==> config.mk <==
export PLATFORM = sky130hd
export DESIGN_NAME = bus_transaction_unit
export DESIGN_NICKNAME = d
export VERILOG_FILES = /design/src/rtl/bus_transaction_unit.sv
export SDC_FILE = /design/constraint.sdc
export NUM_CORES = 1
export LEC_CHECK = 0
export ABC_AREA = 1
export CORE_ASPECT_RATIO = 2
export CORE_MARGIN = 2
export CORE_UTILIZATION = 41
export DETAILED_ROUTE_END_ITERATION = 7
export HOLD_SLACK_MARGIN = 0.02
export PLACE_DENSITY = 0.77
export SYNTH_ARGS = -nofsm -noshare
export SYNTH_HDL_FRONTEND = slang
export SYNTH_SLANG_ARGS = --single-unit
==> constraint.sdc <==
create_clock -name clk -period 1.5 [get_ports clk]
set_input_delay 0.3 -clock clk [delete_from_list [all_inputs] [get_ports clk]]
set_output_delay 0.3 -clock clk [all_outputs]
set_load 0.03 [all_outputs]
==> src/rtl/bus_transaction_unit.sv <==
// Memory-side bus transaction unit: runs one load/store per command on a pipelined
// system bus, with byte-lane steering, read alignment/extension, misalignment and timeout faults.
module bus_transaction_unit #(
  parameter int unsigned TIMEOUT_CYCLES = 255
) (
  input  logic        clk,
  input  logic        reset,
  input  logic        cmdValid,
  input  logic        cmdWrite,
  input  logic [1:0]  cmdSize,
  input  logic        cmdSigned,
  input  logic [31:0] cmdAddress,
  input  logic [31:0] cmdWriteData,
  output logic        waitRequest,
  output logic        readValid,
  output logic [31:0] readData,
  output logic [1:0]  dataSelectBits,
  output logic        misaligned,
  output logic        busError,
  output logic [31:0] busAddress,
  output logic        busRead,
  output logic        busWrite,
  output logic [3:0]  busByteEnable,
  output logic [31:0] busWriteData,
  input  logic        busWaitRequest,
  input  logic [31:0] busReadData,
  input  logic        busReadDataValid
);

  typedef enum logic [1:0] {IDLE, BUS_REQ, BUS_WAIT} state_t;

  localparam logic [9:0] TMO_LAST = 10'(TIMEOUT_CYCLES - 1);

  state_t      state_q;
  logic [9:0]  tmo_q;
  logic        wr_q, sgn_q;
  logic [1:0]  size_q, dsel_q;
  logic        wait_q, rvld_q, mis_q, err_q, brd_q, bwr_q;
  logic [31:0] rdata_q, baddr_q, bwdata_q;
  logic [3:0]  be_q;

  logic        fault;
  logic [3:0]  be_d;
  logic [31:0] wdata_d, shifted, rdata_d;
  logic        tmo_last;

  always_comb begin
    fault   = 1'b0;
    be_d    = 4'b1111;
    wdata_d = cmdWriteData;
    case (cmdSize)
      2'b00: begin
        be_d    = 4'b0001 << cmdAddress[1:0];
        wdata_d = {4{cmdWriteData[7:0]}};
      end
      2'b01: begin
        fault   = cmdAddress[0];
        be_d    = 4'b0011 << cmdAddress[1:0];
        wdata_d = {2{cmdWriteData[15:0]}};
      end
      2'b10: fault = (cmdAddress[1:0] != 2'b00);
      default: fault = 1'b1;
    endcase
  end

  // Load data is aligned against the lane the command addressed, then extended.
  always_comb begin
    shifted = busReadData >> {dsel_q, 3'b000};
    case (size_q)
      2'b00:   rdata_d = sgn_q ? {{24{shifted[7]}}, shifted[7:0]} : {24'b0, shifted[7:0]};
      2'b01:   rdata_d = sgn_q ? {{16{shifted[15]}}, shifted[15:0]} : {16'b0, shifted[15:0]};
      default: rdata_d = shifted;
    endcase
  end

  assign tmo_last = (tmo_q == TMO_LAST);

  always_ff @(posedge clk) begin
    if (reset) begin
      state_q  <= IDLE;
      tmo_q    <= '0;
      wr_q     <= 1'b0;
      sgn_q    <= 1'b0;
      size_q   <= '0;
      dsel_q   <= '0;
      wait_q   <= 1'b0;
      rvld_q   <= 1'b0;
      mis_q    <= 1'b0;
      err_q    <= 1'b0;
      brd_q    <= 1'b0;
      bwr_q    <= 1'b0;
      rdata_q  <= '0;
      baddr_q  <= '0;
      bwdata_q <= '0;
      be_q     <= '0;
    end else begin
      rvld_q <= 1'b0;
      mis_q  <= 1'b0;
      err_q  <= 1'b0;
      case (state_q)
        IDLE: if (cmdValid) begin
          dsel_q <= cmdAddress[1:0];
          if (fault) begin
            mis_q <= 1'b1;
          end else begin
            wr_q     <= cmdWrite;
            sgn_q    <= cmdSigned;
            size_q   <= cmdSize;
            baddr_q  <= {cmdAddress[31:2], 2'b00};
            be_q     <= be_d;
            bwdata_q <= wdata_d;
            brd_q    <= ~cmdWrite;
            bwr_q    <= cmdWrite;
            wait_q   <= 1'b1;
            tmo_q    <= '0;
            state_q  <= BUS_REQ;
          end
        end
        BUS_REQ: begin
          tmo_q <= tmo_q + 10'd1;
          if (!busWaitRequest && wr_q) begin
            bwr_q   <= 1'b0;
            wait_q  <= 1'b0;
            state_q <= IDLE;
          end else if (tmo_last) begin
            // A read accepted on the terminal cycle can no longer return data in time.
            brd_q   <= 1'b0;
            bwr_q   <= 1'b0;
            wait_q  <= 1'b0;
            err_q   <= 1'b1;
            state_q <= IDLE;
          end else if (!busWaitRequest) begin
            brd_q   <= 1'b0;
            state_q <= BUS_WAIT;
          end
        end
        BUS_WAIT: begin
          tmo_q <= tmo_q + 10'd1;
          if (busReadDataValid) begin
            rvld_q  <= 1'b1;
            rdata_q <= rdata_d;
            wait_q  <= 1'b0;
            state_q <= IDLE;
          end else if (tmo_last) begin
            wait_q  <= 1'b0;
            err_q   <= 1'b1;
            state_q <= IDLE;
          end
        end
        default: state_q <= IDLE;
      endcase
    end
  end

  assign waitRequest    = wait_q;
  assign readValid      = rvld_q;
  assign readData       = rdata_q;
  assign dataSelectBits = dsel_q;
  assign misaligned     = mis_q;
  assign busError       = err_q;
  assign busAddress     = baddr_q;
  assign busRead        = brd_q;
  assign busWrite       = bwr_q;
  assign busByteEnable  = be_q;
  assign busWriteData   = bwdata_q;

endmodule

Word-level counts from Yosys, hierarchy flattened
Cells that the tools add are included.

operators by class
  shift-type cells = 3
  bitwise gates (word level) = 5
  equality and inequality tests = 13
  reduce and logical (&&, ||, !) cells = 20
  muxes and demuxes = 40
  add/sub/neg operators = 1

operators with widths
  kind                   number
  $pmux 32 s2            2
  $mux 32                2
  $shr 32x5->32          1
  $mux 10                2
  $pmux 10 s2            1
  $mux 1                 19
  $mux 2                 7
  $add 10x1->10 const B  1
  $eq 10x8->1 const B    1
  $ne 3x3->1 const B     3
  $reduce_and 3->1       3
  $pmux 4 s2             1
  $reduce_and 4->1       2
  $eq 2x1->1 const B     3
  $logic_not 2->1        3
  $ne 2x2->1 const B     3
  $pmux 1 s2             3
  $pmux 1 s3             2
  $pmux 2 s3             1
  $reduce_bool 2->1      3
  $not 1->1              5
  $reduce_and 5->1       1
  $eq 2x2->1 const B     2
  $ne 4x4->1 const B     1
  other kinds (8)        10

word-level totals
  input bits = 105
  bits in registers = 122
  output and inout port bits = 108
  logic and storage cells = 98

Longest topological paths before layout
Gate-level depths: netlist of run 1.

  word-level depth = 5
  mapped depth = 10

Worst setup path after synthesis of run 1
Ideal clock, no wire load.

  path type = register -> register
  start = reg dsel_q[0], in the netlist dataSelectBits[0]
  end = reg rdata_q[29], in the netlist readData[29]
  path slack = -0.003 ns
  library setup time = 0.109 ns
  data arrival time = 1.394 ns
  stages on the path, launching flop included = 11
  cells stage by stage = dfxtp_1 buf_6 inv_4 nand2_1 nand2_1 o21a_2 nand3_4 buf_4 nand3_1 nand2_1 inv_1

between the ends
  word-level cells in the longest chain between the ends = 3

ends and longest elaborated chain
  element                     RTL line  RTL
  start: declaration          37        logic [1:0] size_q, dsel_q;
  start signal: assignment    102       dsel_q <= cmdAddress[1:0];
  $shr 32x5->32 (*)           68        shifted = busReadData >> {dsel_q, 3'b000};
  $mux 32 (on tied branches)  71, 70
  $pmux 32 s2 (*)             69        case (size_q)
  end signal: assignment      141       rdata_q <= rdata_d;
  end: declaration            39        logic [31:0] rdata_q, baddr_q, bwdata_q;

Mark *: on every way between the ends. The rest lies on a longest branch, timed or not.
A chain may end at the register's enable or synchronous reset.

Worst setup path after layout of run 1
  start = reg bwdata_q[5], in the netlist busWriteData[5]
  end = out busWriteData[5]

RTL lines
  element                   RTL line  RTL
  start: declaration        39
  start signal: assignment  111       bwdata_q <= wdata_d;
  end: declaration          24        output logic [31:0] busWriteData,

No word-level cell between the ends.

==> results.sh, run 1 <==
export IMPL_grt_total_usage_pct=25.6
export IMPL_place_ws_ns=-0.337
export IMPL_setup_violations=0
export IMPL_initial_core_util_pct=42.0
export IMPL_syn_inst=846
export IMPL_cp_top_family="buffers and inverters"
export IMPL_p_per_area_nw_per_um2=1580
export IMPL_final_common_cell="nor2_1"
export IMPL_syn_area_per_cell_um2=6.94
export IMPL_dieArea_um2=15300
export IMPL_worst_ep_required_time_ns=1.20
export IMPL_hp_class="primary input to flop"
export IMPL_layout_drive_gt1_share_pct=16.7
export IMPL_clock_latency_ns=0.41
export IMPL_cp_end_kind="output pin"
export IMPL_cts_tree="yes"
export IMPL_max_freq_mhz=670
export IMPL_placed_cell_area_um2=8510
export IMPL_path_max_fanout=2
export IMPL_critPathBufInv=1
export IMPL_maxCapViolations=0
export IMPL_setup_slack_ns=0.00721
export IMPL_drv_slew=0
export IMPL_io_buffer_count=210
export IMPL_place_hpwl_mm=14.7
export IMPL_fillers=1205
export IMPL_grt_ovfl_total=0
export IMPL_whs_ns=0.169
export IMPL_stdcell_area_um2=9320
export IMPL_detail_route_antenna_nets=0
export IMPL_syn_cell_area_um2=5870
export IMPL_seq_power_share_pct=29.0
export IMPL_p_comb_share_pct=45.7
export IMPL_slowest_stage="dlygate4sd2_1"
export IMPL_rsz0062_at_grt="yes"
export IMPL_cts_sinks=122
export IMPL_switching_power_mw=5.93
export IMPL_ys_warn_count=0
export IMPL_cts_root_buf="clkbuf_16"
export IMPL_yosys_top_cells_area="dfxtp_1 (42%), nor2_1 (11%), nand2_1 (9.9%), a21oi_1 (6.5%), o21ai_0 (5.7%)"
export IMPL_vias=6577
export IMPL_ios=213
export IMPL_grt_max_degree=58
export IMPL_swShare_pct=40.3
export IMPL_hold_buffers=0
export IMPL_finalCriticalPeriod_ns=1.49
export IMPL_ys_ff_latch=122
export IMPL_seq_area_frac_synth_pct=41.6
export IMPL_cts_buffers=17
export IMPL_mostFrequentLayoutCells="nor2_1 (162), nand2_1 (146), dfxtp_1 (114)"
export IMPL_place_gp_congestion=0.973
export IMPL_fin_skew_ns=0.0101
export IMPL_peakVddDrop_uv=984
export IMPL_via_per_inst=5.08
export IMPL_p_clk_share_pct=25.3
export IMPL_grt_pass1_vias=6376
export IMPL_hold_viol=0
export IMPL_crit_chain="dlygate4sd2_1"
export IMPL_outcome="finished clean"
export IMPL_drt_initial_drc_count=308
export IMPL_die_h_um=173
export IMPL_intPower_mw=8.78
export IMPL_dp_cells=1254
export IMPL_setup_tns_final_ns=0
export IMPL_arrival_ns=1.19
export IMPL_p_leak_nw=4.43
export IMPL_yosysTopAreaCell="dfxtp_1"
export IMPL_final_nets=1203
export IMPL_row_count=61
export IMPL_die_width_um=88.6
export IMPL_syn2layout_area_growth_pct=58.8
export IMPL_cts_buffer_depth=2
export IMPL_fin_crit_sh_pct=99.5
export IMPL_drt_pass1_iter_count=5
export IMPL_drc=0
export IMPL_wl_per_cell_um=16.0
export IMPL_antenna_found_initial=1
export IMPL_htree_levels=4
export IMPL_ys_types=40
export IMPL_path_clk_slew_ns=0.06
export IMPL_grt_pass1_wl_mm=30.9
export IMPL_core_area_um2=14000
export IMPL_max_stage_delay_ns=0.43
export IMPL_finalWirelength_mm=20.7
export IMPL_stdcell_count=1294
export IMPL_yosys_area_top_type_share_pct=41.6
export IMPL_start_kind="flop"
export IMPL_crit_type="flop to output pin"
## cell type report
type                    count  area [um2]  share of cell area (%)
clock inverters            13        96.3                    1.03
inverters                  71         295                    3.17
flip-flops and latches    122        2450                    26.3
repair buffers            281        2780                    29.8
multi-input cells         599        3020                    32.4
diodes                      1        2.50                  0.0269
well taps                 189         236                    2.54
clock buffers              18         439                    4.71
## worst register-to-register path: stages, from the launching register on
cell and delay [ns]:
dfxtp_2 0.35, inv_4 0.05, ha_4 0.16, nand2_4 0.08
inv_4 0.05, nand2_8 0.10, clkinv_8 0.10, buf_8 0.15
buf_12 0.14, nor2_1 0.12, a211oi_2 0.06
## metal layers
metal  track usage, %  vias to the layer above  part of all wire (%)
met1             25.4                     2967                    34
li1                 -                     3252                     -
met3             5.49                       65                   6.1
met4             15.3                        0                   5.8
met5                0                        -                     0
met2             46.4                      293                    55
## metrics by stage
step	power (mW)	utilization (%)
6_report	14.7	66.7
5_1_grt	15.5	66.7
4_1_cts	14.2	64.5
3_5_place_dp	10.6	60.9
3_3_place_gp	10.6	60.9
2_1_floorplan	7.94	-
## sequential cells by signal, summed over array words and instances, names as in the netlist
register and flops:
tmo_q 10, state_q 2, waitRequest 1, readValid 1, sgn_q 1, busByteEnable 4
wr_q 1, misaligned 1, size_q 2, busAddress 30, readData 32, busRead 1
busError 1, dataSelectBits 2, busWriteData 32, busWrite 1
## Yosys cell counts (all sizes together)
master	instances
a21o	7
clkinv	1
a21oi	76
nor4	1
nand4	7
nand3	49
a22oi	1
xor2	1
nand3b	1
o21a	1
and3	2
nor3	4
o31ai	7
ha	6
conb	1
o211ai	7
a21boi	1
nor2	172
dfxtp	122
inv	70
clkbuf	23
a211oi	7
buf	33
nand2	161
o21bai	1
o21ai	67
nor3b	1
a31oi	16
## cell families (layout without fill, tap and decap cells)
kind of cell             Yosys count  after routing  synth area share (%)
AND/OR/NAND/NOR                  398            399                  28.2
AO/OA/AOI/OAI                    191            191                  18.2
buffers and inverters            127            383                  10.5
flip-flops                       122            122                  41.6
adder cells (fa/ha/maj)            6              6                  1.28
other                              1              3                0.0639
XOR/XNOR                           1              1                 0.149
## what timing repair did
action	4_1_cts	5_1_grt
gates cloned	1	3
buffers inserted	0	4
endpoints found under the setup margin	148	103
pin swaps	4	11
gates resized for setup	129	85
## final timing paths
path                                      start              end  slack, ns  depth (start not counted)
worst min-delay path                      reset        readValid       0.17                          2
worst max-delay path            busWriteData[5]  busWriteData[5]      0.007                          1
worst max register to register       state_q[0]  busWriteData[3]       0.02                         10
worst min register to register  busWriteData[7]  busWriteData[7]       0.46                          2
## power groups by stage
stage	sequential, mW	combinational, mW	clock, mW
global placement	4.29	6.29	0
CTS	4.23	6.20	3.77
detailed placement	4.30	6.34	0
global route	4.34	7.27	3.90
finish	4.27	6.73	3.71
floorplan	5.29	2.66	0
No activity file was read; power rests on OpenSTA's default activity.
==> inputs of run 2 (changes only) <==
CTS_CLUSTER_DIAMETER = 30   (was not set)
==> results of run 2 <==
Same layout as run 1: the final DEF is identical, and so are final timing and power.
==> inputs of run 3 (changes only) <==
--- a/config.mk
+++ b/config.mk
@@ -14,4 +14,5 @@
 export HOLD_SLACK_MARGIN = 0.02
 export PLACE_DENSITY = 0.77
+export SKIP_CTS_REPAIR_TIMING = 1
 export SYNTH_ARGS = -nofsm -noshare
 export SYNTH_HDL_FRONTEND = slang
==> constraint.sdc (replaced) <==
create_clock -name clk -period 1.5 [get_ports clk]
set_input_delay 0.375 -clock clk [delete_from_list [all_inputs] [get_ports clk]]
set_output_delay 0.375 -clock clk [all_outputs]
set_load 0.03 [all_outputs]
==> run 3 against run 2 <==
  * The flow now finishes with violations (setup timing)
  * First-iteration DRC count increased by 16%
  * Critical endpoint is now tmo_q[2]
  * Flip-flop and latch count unchanged
  * Wire length increased by 5.0%
  * Cell count increased by 0.31%
  * Clock-buffer cell count decreased by 1
  * Cell area increased by 5.9%
  * Sequential share of layout area decreased by 1.5 points
  * Global-route usage increased by 0.28 points
  * Critical path depth increased by 7
==> results.sh, run 3 (same netlist as run 1, synthesis figures left out) <==
export IMPL_hold_viol=0
export IMPL_use_met3_pct=5.35
export IMPL_setup_violations=5
export IMPL_final_nets=1208
export IMPL_finalWirelength_mm=21.7
export IMPL_power_mw=15.8
export IMPL_grt_total_usage_pct=25.9
export IMPL_gr_usage_met1_pct=25.8
export IMPL_fillers=1061
export IMPL_path_clk_slew_ns=0.06
export IMPL_ios=213
export IMPL_seq_power_share_pct=27.3
export IMPL_drt_pass1_iter_count=5
export IMPL_grt_ovfl_total=0
export IMPL_grt_max_degree=42
export IMPL_arrival_ns=1.85
export IMPL_cts_buffer_depth=2
export IMPL_max_freq_mhz=641
export IMPL_grt_busiest_layer="met2"
export IMPL_seqCellArea_um2=2450
export IMPL_drt_initial_drc_count=358
export IMPL_cts_sinks=122
export IMPL_wl_per_cell_um=16.7
export IMPL_finalCriticalPeriod_ns=1.56
export IMPL_antenna_found_initial=0
export IMPL_n_antenna_cell=0
export IMPL_die_width_um=88.6
export IMPL_io_buffer_count=210
export IMPL_outcome="finished with violations"
export IMPL_place_ws_ns=-0.429
export IMPL_drc=0
export IMPL_grt_pass1_wl_mm=31.0
export IMPL_switching_power_mw=6.15
export IMPL_swShare_pct=38.9
export IMPL_p_per_area_nw_per_um2=1600
export IMPL_fin_skew_ns=0.0106
export IMPL_path_max_fanout=7
export IMPL_violations="setup timing"
export IMPL_detail_route_antenna_nets=0
export IMPL_rsz0062_at_grt="yes"
export IMPL_p_comb_share_pct=45.6
export IMPL_mostFrequentLayoutCells="nor2_1 (158), nand2_1 (150), dfxtp_1 (117)"
export IMPL_drv_slew=0
export IMPL_cts_buffers=17
export IMPL_peakVddDrop_uv=1170
export IMPL_post_route_util_pct=70.6
export IMPL_row_count=61
export IMPL_vias=6679
export IMPL_maxCapViolations=0
export IMPL_cts_tree="yes"
export IMPL_htree_levels=4
export IMPL_dieArea_um2=15300
export IMPL_multi_input_area_um2=3020
export IMPL_hp_class="primary input to flop"
export IMPL_start_kind="primary input"
export IMPL_worst_ep_required_time_ns=1.79
export IMPL_fin_crit_sh_pct=104
export IMPL_gr_usage_met2_pct=47.2
export IMPL_die_h_um=173
export IMPL_layout_drive_gt1_share_pct=17.5
export IMPL_clock_latency_ns=0.42
export IMPL_p_clk_share_pct=27.1
export IMPL_core_area_um2=14000
export IMPL_syn2layout_area_growth_pct=68.1
export IMPL_final_common_cell="nor2_1"
export IMPL_place_gp_congestion=0.949
export IMPL_place_hpwl_mm=14.8
export IMPL_grt_pass1_vias=6343
export IMPL_initial_core_util_pct=42.0
export IMPL_intPower_mw=9.64
export IMPL_cp_end_kind="flop"
export IMPL_crit_type="primary input to flop"
export IMPL_p_leak_nw=5.69
export IMPL_cts_root_buf="clkbuf_16"
export IMPL_via_per_inst=5.15
export IMPL_setup_slack_ns=-0.0601
==> run 3: metal layers <==
metal  up-vias  wire length (um)
li1       3267                 -
met1      3053              7360
met2       285             12100
met3        74              1160
met4         0              1070
met5         -                 0
==> run 3: area by class of cell <==
cell class | instances | share of cell area (%)
Clock buffer | 17 | 4.31
Clock inverter | 14 | 1.88
Inverter | 71 | 2.97
Multi-Input combinational cell | 599 | 30.6
Sequential cell | 122 | 24.8
Tap cell | 189 | 2.40
Timing Repair Buffer | 285 | 33.0
Timing Repair inverter | 1 | 0.0888
==> run 3: worst paths after layout <==
check                                     from        endpoint  slack (ns)  cells after the start
worst max-delay path                  cmdValid        tmo_q[2]       -0.06                      8
worst min-delay path                     reset       readValid        0.24                      2
worst max register to register      state_q[0]        tmo_q[2]       -0.06                      9
worst min register to register  busAddress[25]  busAddress[25]        0.48                      2
==> run 3: stage by stage <==
stage / instance area [um2] / instances / hold slack, ns / TNS [ns]
2_1_floorplan: 5870 / 847 / 0.456 / 0
6_report: 9860 / 1298 / 0.241 / -0.0822
3_5_place_dp: 8580 / 1250 / 0.472 / -37.41
3_3_place_gp: 8580 / 1250 / 0.461 / -34.14
5_1_grt: 9860 / 1298 / 0.263 / -1.53
4_1_cts: 9190 / 1281 / 0.220 / -32.32
==> run 3: power by group through the flow <==
stage	Combinational, mW	Clock (mW)	Sequential [mW]
after CTS	6.40	4.33	4.27
after global routing	7.71	4.47	4.37
after floorplan	2.66	0	5.29
final	7.20	4.28	4.31
after detailed placement	6.35	0	4.32
after global placement	6.30	0	4.31
==> run 3: worst max-delay path, stage by stage <==
cell,delay [ns]
clkdlybuf4s50_1,0.58
nand2_4,0.09
inv_4,0.08
nand2_8,0.11
nand2_8,0.13
clkinvlp_4,0.18
o21ai_2,0.22
a21oi_1,0.09
